**src/rtl/debug_uart_dump.sv**
```systemverilog
// Snapshots six 16-bit debug words on trigger and sends them as one 31-char hex text line over 8N1 UART.
// Start bit appears the cycle after trigger is sampled in IDLE; triggers outside IDLE are dropped.
module debug_uart_dump #(
  parameter int CLKS_PER_BIT = 434
) (
  input  logic        clock,
  input  logic        reset,
  input  logic        trigger,
  input  logic [15:0] in1,
  input  logic [15:0] in2,
  input  logic [15:0] in3,
  input  logic [15:0] in4,
  input  logic [15:0] in5,
  input  logic [15:0] in6,
  output logic        tx,
  output logic        busy
);

  typedef enum logic [1:0] {IDLE, START, DATA, STOP} state_t;

  localparam logic [15:0] BAUD_LAST = 16'(CLKS_PER_BIT - 1);

  state_t           state_q, state_d;
  logic [15:0]      baud_q, baud_d;
  logic [2:0]       bit_q, bit_d;
  logic [4:0]       char_q, char_d;
  logic [5:0][15:0] snap_q, snap_d;
  logic             tx_q, tx_d;
  logic             busy_q, busy_d;
  logic             baud_done;
  logic [7:0]       char_byte;

  function automatic logic [7:0] hex_ascii(input logic [3:0] n);
    return (n < 4'd10) ? (8'h30 + {4'h0, n}) : (8'h37 + {4'h0, n});
  endfunction

  // Char index 5w+p carries nibble p (MS first) of word w; gaps are space, then CR LF.
  function automatic logic [7:0] frame_char(input logic [5:0][15:0] snap, input logic [4:0] idx);
    logic [7:0] c;
    case (idx)
      5'd29:   c = 8'h0D;
      5'd30:   c = 8'h0A;
      default: c = 8'h20;
    endcase
    for (int w = 0; w < 6; w++) begin
      for (int p = 0; p < 4; p++) begin
        if (idx == 5'(5 * w + p)) c = hex_ascii(snap[3'(w)][4'(4 * (3 - p)) +: 4]);
      end
    end
    return c;
  endfunction

  always_comb begin
    state_d   = state_q;
    baud_d    = baud_q;
    bit_d     = bit_q;
    char_d    = char_q;
    snap_d    = snap_q;
    baud_done = (baud_q == BAUD_LAST);

    case (state_q)
      IDLE: begin
        if (trigger) begin
          snap_d  = {in6, in5, in4, in3, in2, in1};
          char_d  = 5'd0;
          baud_d  = 16'd0;
          state_d = START;
        end
      end
      START: begin
        if (baud_done) begin
          baud_d  = 16'd0;
          bit_d   = 3'd0;
          state_d = DATA;
        end else begin
          baud_d = baud_q + 16'd1;
        end
      end
      DATA: begin
        if (baud_done) begin
          baud_d = 16'd0;
          if (bit_q == 3'd7) state_d = STOP;
          else               bit_d   = bit_q + 3'd1;
        end else begin
          baud_d = baud_q + 16'd1;
        end
      end
      STOP: begin
        if (baud_done) begin
          baud_d = 16'd0;
          if (char_q == 5'd30) begin
            state_d = IDLE;
          end else begin
            char_d  = char_q + 5'd1;
            state_d = START;
          end
        end else begin
          baud_d = baud_q + 16'd1;
        end
      end
    endcase

    // Outputs are decoded from the next state so tx/busy come straight from flops.
    char_byte = frame_char(snap_d, char_d);
    busy_d    = (state_d != IDLE);
    case (state_d)
      START:   tx_d = 1'b0;
      DATA:    tx_d = char_byte[bit_d];
      default: tx_d = 1'b1;
    endcase
  end

  always_ff @(posedge clock) begin
    snap_q <= snap_d;
    if (reset) begin
      state_q <= IDLE;
      baud_q  <= 16'd0;
      bit_q   <= 3'd0;
      char_q  <= 5'd0;
      tx_q    <= 1'b1;
      busy_q  <= 1'b0;
    end else begin
      state_q <= state_d;
      baud_q  <= baud_d;
      bit_q   <= bit_d;
      char_q  <= char_d;
      tx_q    <= tx_d;
      busy_q  <= busy_d;
    end
  end

  assign tx   = tx_q;
  assign busy = busy_q;

endmodule
```
**config.mk**
```make
export PLATFORM = sky130hd
export DESIGN_NAME = debug_uart_dump
export DESIGN_NICKNAME = d
export VERILOG_FILES = /design/src/rtl/debug_uart_dump.sv
export SDC_FILE = /design/constraint.sdc
export NUM_CORES = 1
export LEC_CHECK = 0
export CORE_AREA = 3 3 97 99
export DETAILED_ROUTE_END_ITERATION = 16
export DIE_AREA = 0 0 100 102
export MAX_ROUTING_LAYER = met4
export PLACE_DENSITY = 0.9
export SKIP_LAST_GASP = 1
export SLEW_MARGIN = 0
export SYNTH_ARGS = -nofsm -noshare
export SYNTH_HDL_FRONTEND = slang
export SYNTH_SLANG_ARGS = --single-unit
```
**constraint.sdc**
```tcl
create_clock -name clock -period 5.45 [get_ports clock]
set_input_delay 0.545 -clock clock [delete_from_list [all_inputs] [get_ports clock]]
set_output_delay 0.545 -clock clock [all_outputs]
set_load 0.05 [all_outputs]
```
==> run metrics, run 1 <==
outcome=completed; min-delay src=snap_q[52]; Sw Share=0.346; total grt overflow=0; Clock Skew=~22 ps; vias in the first global route=3878; clock tree sinks=60; Worst VDD drop=0.000173 V; IO Port Bufs=36; crit path max fanout=11; #FFs+latches synth=60; first-pass GRT wire length=~19000 um; Tot GR Track Use=0.238; # rows=34; GR peak layer=met2; die width=100 um; nets in the synthesized netlist=634; CTS tree=built; actual slew at the worst max-slew pin=roughly 1200 ps; most frequent cells in the layout=dfxtp_1, nand2_1, nor2_1; DRT Wirelength=11300 um; Post-CTS Hold Buffers=0; Tcrit/Tclk final=0.804; Setup WS pre-CTS=around 1100 ps; crit start category=flip-flop; Internal=826 uW; clk slew on worst S/H paths=60 ps; via count=4066; Fin Setup TNS=0 ps; antenna violations before repair=0; multi-input logic area=0.00280 mm2; number of nets in the layout=664; clock share of power=0.275; Root Buffer=clkbuf_8; post_cts resized=0; Top Ports=101; vias per inst=6.18; largest net degree at the start of global routing=21; Final Critical Period=4380 ps; Slew Viols, Final=0; Filler cells=793; Mapped Cells=between 500 and 600; P_sw=438 uW; area leader, netlist=dfxtp_1; unrepaired setup endpoints after global routing=no; Die Span Y=roughly 100 um; Detail Placement HPWL=about 8400 um; 1st-pass router iterations=5; combinational share of power=0.313; clock buffer depth=2; WP data arrival=4630 ps; die area=0.0102 mm2; area delta synth->final=12.9%; M2 GR Usage=0.384; commonest non-fill, non-tap cell in the layout=dfxtp_1; layout cells sized above 1=0.0818; EDFF count, synth=0; FFs w/ async S/R, synth=0; Netlist cell types=76; Synth Flop Type=dfxtp_1; max_cap viols=0; R2R Path Start=state_q[1]; Slew HR=0.168; Final WS setup=1070 ps; antenna fix cells=0; Initial Utilization=0.496; met3 usage=0.0328; Pleak=1.90 nW; final hold vios=0; Seq/Total Area, Yosys=0.280; core area=between 0.008 and 0.009 mm2; total CTS buffers=9; antenna viol nets, final=0; htree depth=3; post-route DRC violation count=0; Mapped Area=0.00429 mm2; pwr dens=between 200 and 300 mW/mm2; routability cong.=between 0.9 and 1; DR WL/cell=17.2 um; register area=0.00120 mm2; clock latency on the worst-skew pair=350 ps; setup bufs post-CTS=0; final setup vio count=0; Reg power frac=0.412; initial detailed-routing violation count=330; Syn Area/Cell=8.29 um2; worst setup path startpoint=state_q[1]; maximum clock frequency=228 MHz; Synth top area share=0.280; Critical Path RT=around 5700 ps; crit path kind=reg -> reg; met1 usage=0.305; kind of end point of the critical path=flip-flop; ranking of synthesized cells by area=dfxtp_1, mux2i_1, ha_1, nand2_1, nor2_1; Hold Path Class=reg -> reg; Synth Warn #=0
==> state kept, by name (all words and copies together) (netlist names) <==
name	flops
state_q	2
baud_q	16
bit_q	3
char_q	5
tx	1
busy	1
snap_q	32
==> layout make-up <==
| class | count | share of cell area |
|---|---|---|
| Timing Repair Buffer | 41 | 0.0822 |
| Inverter | 40 | 0.0310 |
| Sequential cell | 60 | 0.248 |
| Tap cell | 108 | 0.0279 |
| Multi-Input combinational cell | 395 | 0.578 |
| Clock inverter | 3 | 0.00310 |
| Clock buffer | 11 | 0.0292 |
==> per-layer routing <==
metal	wire [um]	share of wire
met5	0	0
met4	288	0.025
met3	749	0.066
met2	5420	0.48
met1	4870	0.43
==> metrics by stage <==
step | utilization | hold slack [ps] | instance area (um2) | power, mW | std cells
finish | 0.560 | 512 | 4840 | 1.26 | 658
global route | 0.560 | 542 | 4840 | 1.34 | 658
CTS | 0.560 | 519 | 4840 | 1.27 | 658
detailed placement | 0.542 | 503 | 4680 | 0.920 | 644
global placement | 0.542 | 485 | 4680 | 0.903 | 644
floorplan | - | 462 | 4290 | 0.813 | 517
==> cells in the mapped netlist (6+ instances only) <==
master     instances
nand4_1            8
nand3_1           19
xor2_1            12
o2111ai_1          6
o21ai_0           26
a21boi_0           6
a31oi_1            6
dfxtp_1           60
xnor2_1           14
mux2i_1           27
and3_1             9
nand2_1           48
a21oi_1           23
nor2_1            45
o31ai_1            6
nor4_4             6
nor3_1            15
inv_1             40
buf_2             11
ha_1              18
==> cells by family (layout without fill, tap and decap cells) <==
group | after synthesis | in the layout | share of synthesized area
AO/OA/AOI/OAI | 131 | 131 | 0.221
XOR/XNOR | 26 | 26 | 0.0531
adder cells (fa/ha/maj) | 18 | 18 | 0.0526
buffers and inverters | 62 | 95 | 0.0672
flip-flops | 60 | 60 | 0.280
multiplexers | 30 | 30 | 0.0709
AND/OR/NAND/NOR | 190 | 190 | 0.255
==> worst max-delay path: stages, from the launching register on <==
cell and delay [ps]:
dfxtp_1 340, inv_1 120, ha_1 160, buf_4 180
nor2b_1 630, nor2_1 220, a221oi_2 740, or2_1 510
nand3_1 240, or3_1 460, nand3_1 130, o2111ai_1 130
and3_1 200, a32oi_1 210
==> power groups by stage <==
stage | registers [mW] | clock network, mW | logic (mW)
2_1_floorplan | 0.533 | 0 | 0.280
3_3_place_gp | 0.526 | 0 | 0.377
3_5_place_dp | 0.531 | 0 | 0.390
4_1_cts | 0.521 | 0.354 | 0.394
5_1_grt | 0.525 | 0.368 | 0.444
6_report | 0.521 | 0.347 | 0.396
==> final timing paths <==
check                                  end  slack (ps)  cells after the start
worst max-delay path                    tx        1070                     13
worst min-delay path            snap_q[52]         510                      2
worst max register to register          tx        1070                     13
worst min register to register  snap_q[52]         510                      2
(Power assumes the default switching activity.)
==> inputs of run 2 (changes only) <==
- clock period: 5.45 -> 4.5 ns (I/O delays scaled with it)
==> run 2 against run 1 <==
  * Die area did not move
  * Non-clock buffer count increased by 11
  * Design area increased by 2.1%
  * Core utilization is 1.2 points higher
  * Clock skew shrank 7.9 ps
  * Sequential power increased by 21%
  * Combinational power is 24% higher
  * First-iteration DRC count fell by 3.3%
  * Critical endpoint unchanged
  * Highest routed layer unchanged
==> run metrics, run 2 (synthesis results as in run 1) <==
setup bufs post-CTS=0 (unchanged); area delta synth->final=15.3%; routability cong.=0.926 (-0.31%); via count=4094 (+0.69%); Slew Viols, Final=0 (unchanged); worst setup path startpoint=trigger; crit start category=input pin; antenna viol nets, final=0 (unchanged); most frequent cells in the layout=dfxtp_1, nand2_1, nor2_1; core area=0.00864 mm2 (unchanged); CTS tree=built; final setup vio count=0 (unchanged); IO Port Bufs=36 (unchanged); Die Span Y=102 um (unchanged); WP data arrival=4050 ps (-580 ps); initial detailed-routing violation count=319 (-3.3%); largest net degree at the start of global routing=25 (+19%); Critical Path RT=4780 ps (-920 ps); Design Area, Final=0.00494 mm2 (+2.1%); Top Ports=101 (unchanged); FF-to-FF End=tx; total grt overflow=0 (unchanged); Largest regs=snap_q: 32 flops, baud_q: 16 flops, char_q: 5 flops; worst reg-to-reg path cell count=13 (unchanged); antenna violations before repair=0 (unchanged); Hold Path Class=reg -> reg; maximum clock frequency=265 MHz; Clock Skew=13.8 ps (-7.93 ps); # rows=34 (unchanged); Worst R2R Setup Slack=750 ps (-320 ps); Biggest register=snap_q; Final WS setup=728 ps (-342 ps); crit path kind=in -> reg; Pleak=1.96 nW (+2.9%); Tcrit/Tclk final=0.838; post-route DRC violation count=0 (unchanged); Tot GR Track Use=0.232 (-0.00645); clk slew on worst S/H paths=70 ps (about the same); vias per inst=6.10 (-1.3%); pwr dens=315 mW/mm2 (+20%); final hold vios=0 (unchanged); max_cap viols=0 (unchanged); post_cts resized=0 (unchanged); Detail Placement HPWL=8410 um (+0.58%); clock latency on the worst-skew pair=350 ps (about the same); 1st-pass router iterations=5 (unchanged); layout cells sized above 1=0.0977 (+0.0159); actual slew at the worst max-slew pin=996 ps (-237 ps); DR WL/cell=16.6 um (-3.7%); Critical path buffers and inverters=2 (unchanged); Slew HR=0.335 (+0.167); crit-path max cell delay=580 ps (-160 ps); vias in the first global route=3862 (-0.41%); Crit path max-delay family=compound AO/OA/AOI/OAI gates; first-pass GRT wire length=18600 um (-1.7%); kind of end point of the critical path=flip-flop; crit path to=tx; Root Buffer=clkbuf_8; DRT Wirelength=11100 um (-1.8%); Initial Utilization=0.496 (unchanged); placed cells=655 (+1.7%); clock tree sinks=60 (unchanged); outcome=completed; CP Depth=12 (-1); Post-CTS Hold Buffers=0 (unchanged); Core Util, Final=0.572 (+0.0117); Final Critical Period=between 3000 and 4000 ps; htree depth=3 (unchanged); crit path max fanout=9 (-2); CP max stage cell=nor2b_1; total CTS buffers=9 (unchanged); die width=100 um (unchanged); Worst VDD drop=0.000180 V (+4.1%); Fin Setup TNS=0 ps (unchanged); max reg flops=32 (unchanged); crit-path cells=clkdlybuf4s50_1, nor2b_1, nor2_1, a221oi_2, buf_4, o22a_1, nor4b_1, o211ai_1, a31oi_1, o22ai_1, a32o_1, a32oi_1; antenna fix cells=0 (unchanged); number of nets in the layout=675 (+1.7%); DP Area=0.00478 mm2 (+2.0%); unrepaired setup endpoints after global routing=no; R2R Path Start=state_q[1]; clock buffer depth=2 (unchanged); die area=0.0102 mm2 (unchanged); commonest non-fill, non-tap cell in the layout=dfxtp_1; Post-Layout Cell Count=671 (+2.0%); Setup WS pre-CTS=546 ps (-545 ps)
==> run 2: cell types whose count changed in the layout (fill, tap and decap cells not counted) <==
cell      delta
buf_12       +1
buf_4       +10
clkbuf_1     +3
clkinv_2     -1
==> run 2: worst reg2reg max path: stages (launching register included) <==
cell and delay (ps):
dfxtp_1 340, inv_1 130, ha_1 180, nor2b_1 550
nor2_1 230, a221oi_2 460, buf_4 190, o22a_1 320
nor4b_1 280, o211ai_1 150, a31oi_1 300, o22ai_1 110
a32o_1 270, a32oi_1 160
==> run 2: metrics by stage <==
step / total power, mW / hold slack [ps]
CTS: 1.56 / 515
finish: 1.55 / 510
global placement: 1.10 / 486
global route: 1.65 / 550
floorplan: 0.984 / 462
detailed placement: 1.13 / 499
==> run 2: where the power goes <==
group	switching, mW	total, mW	internal, mW
Combinational	0.293	0.490	0.197
Sequential	0.0284	0.631	0.603
Clock	0.219	0.433	0.214
==> run 2: routing by layer <==
| metal | global-route usage | wire length (um) | vias up |
|---|---|---|---|
| met5 | - | 0 | - |
| met1 | 0.302 | 4920 | 1959 |
| met4 | 0.0705 | 187 | 0 |
| met3 | 0.0471 | 741 | 19 |
| met2 | 0.365 | 5260 | 130 |
| li1 | - | - | 1986 |
==> run 2: worst min-delay path by stage <==
stage	cells past startpoint	from	slack, ps	endpoint
after floorplan	2	snap_q[17]	460	snap_q[17]
after global placement	2	snap_q[4]	490	snap_q[4]
after detailed placement	2	snap_q[17]	500	snap_q[17]
after CTS	2	snap_q[17]	520	snap_q[17]
after global routing	2	snap_q[52]	550	snap_q[52]
final	2	snap_q[52]	510	snap_q[52]
==> run 2: layout make-up <==
cell class / count / area (um2)
Fill cell: 773 / 3700
Multi-Input combinational cell: 395 / 2800
Sequential cell: 60 / 1200
Timing Repair Buffer: 52 / 493
Clock buffer: 14 / 153
Inverter: 40 / 150
Tap cell: 108 / 135
Clock inverter: 2 / 10.0
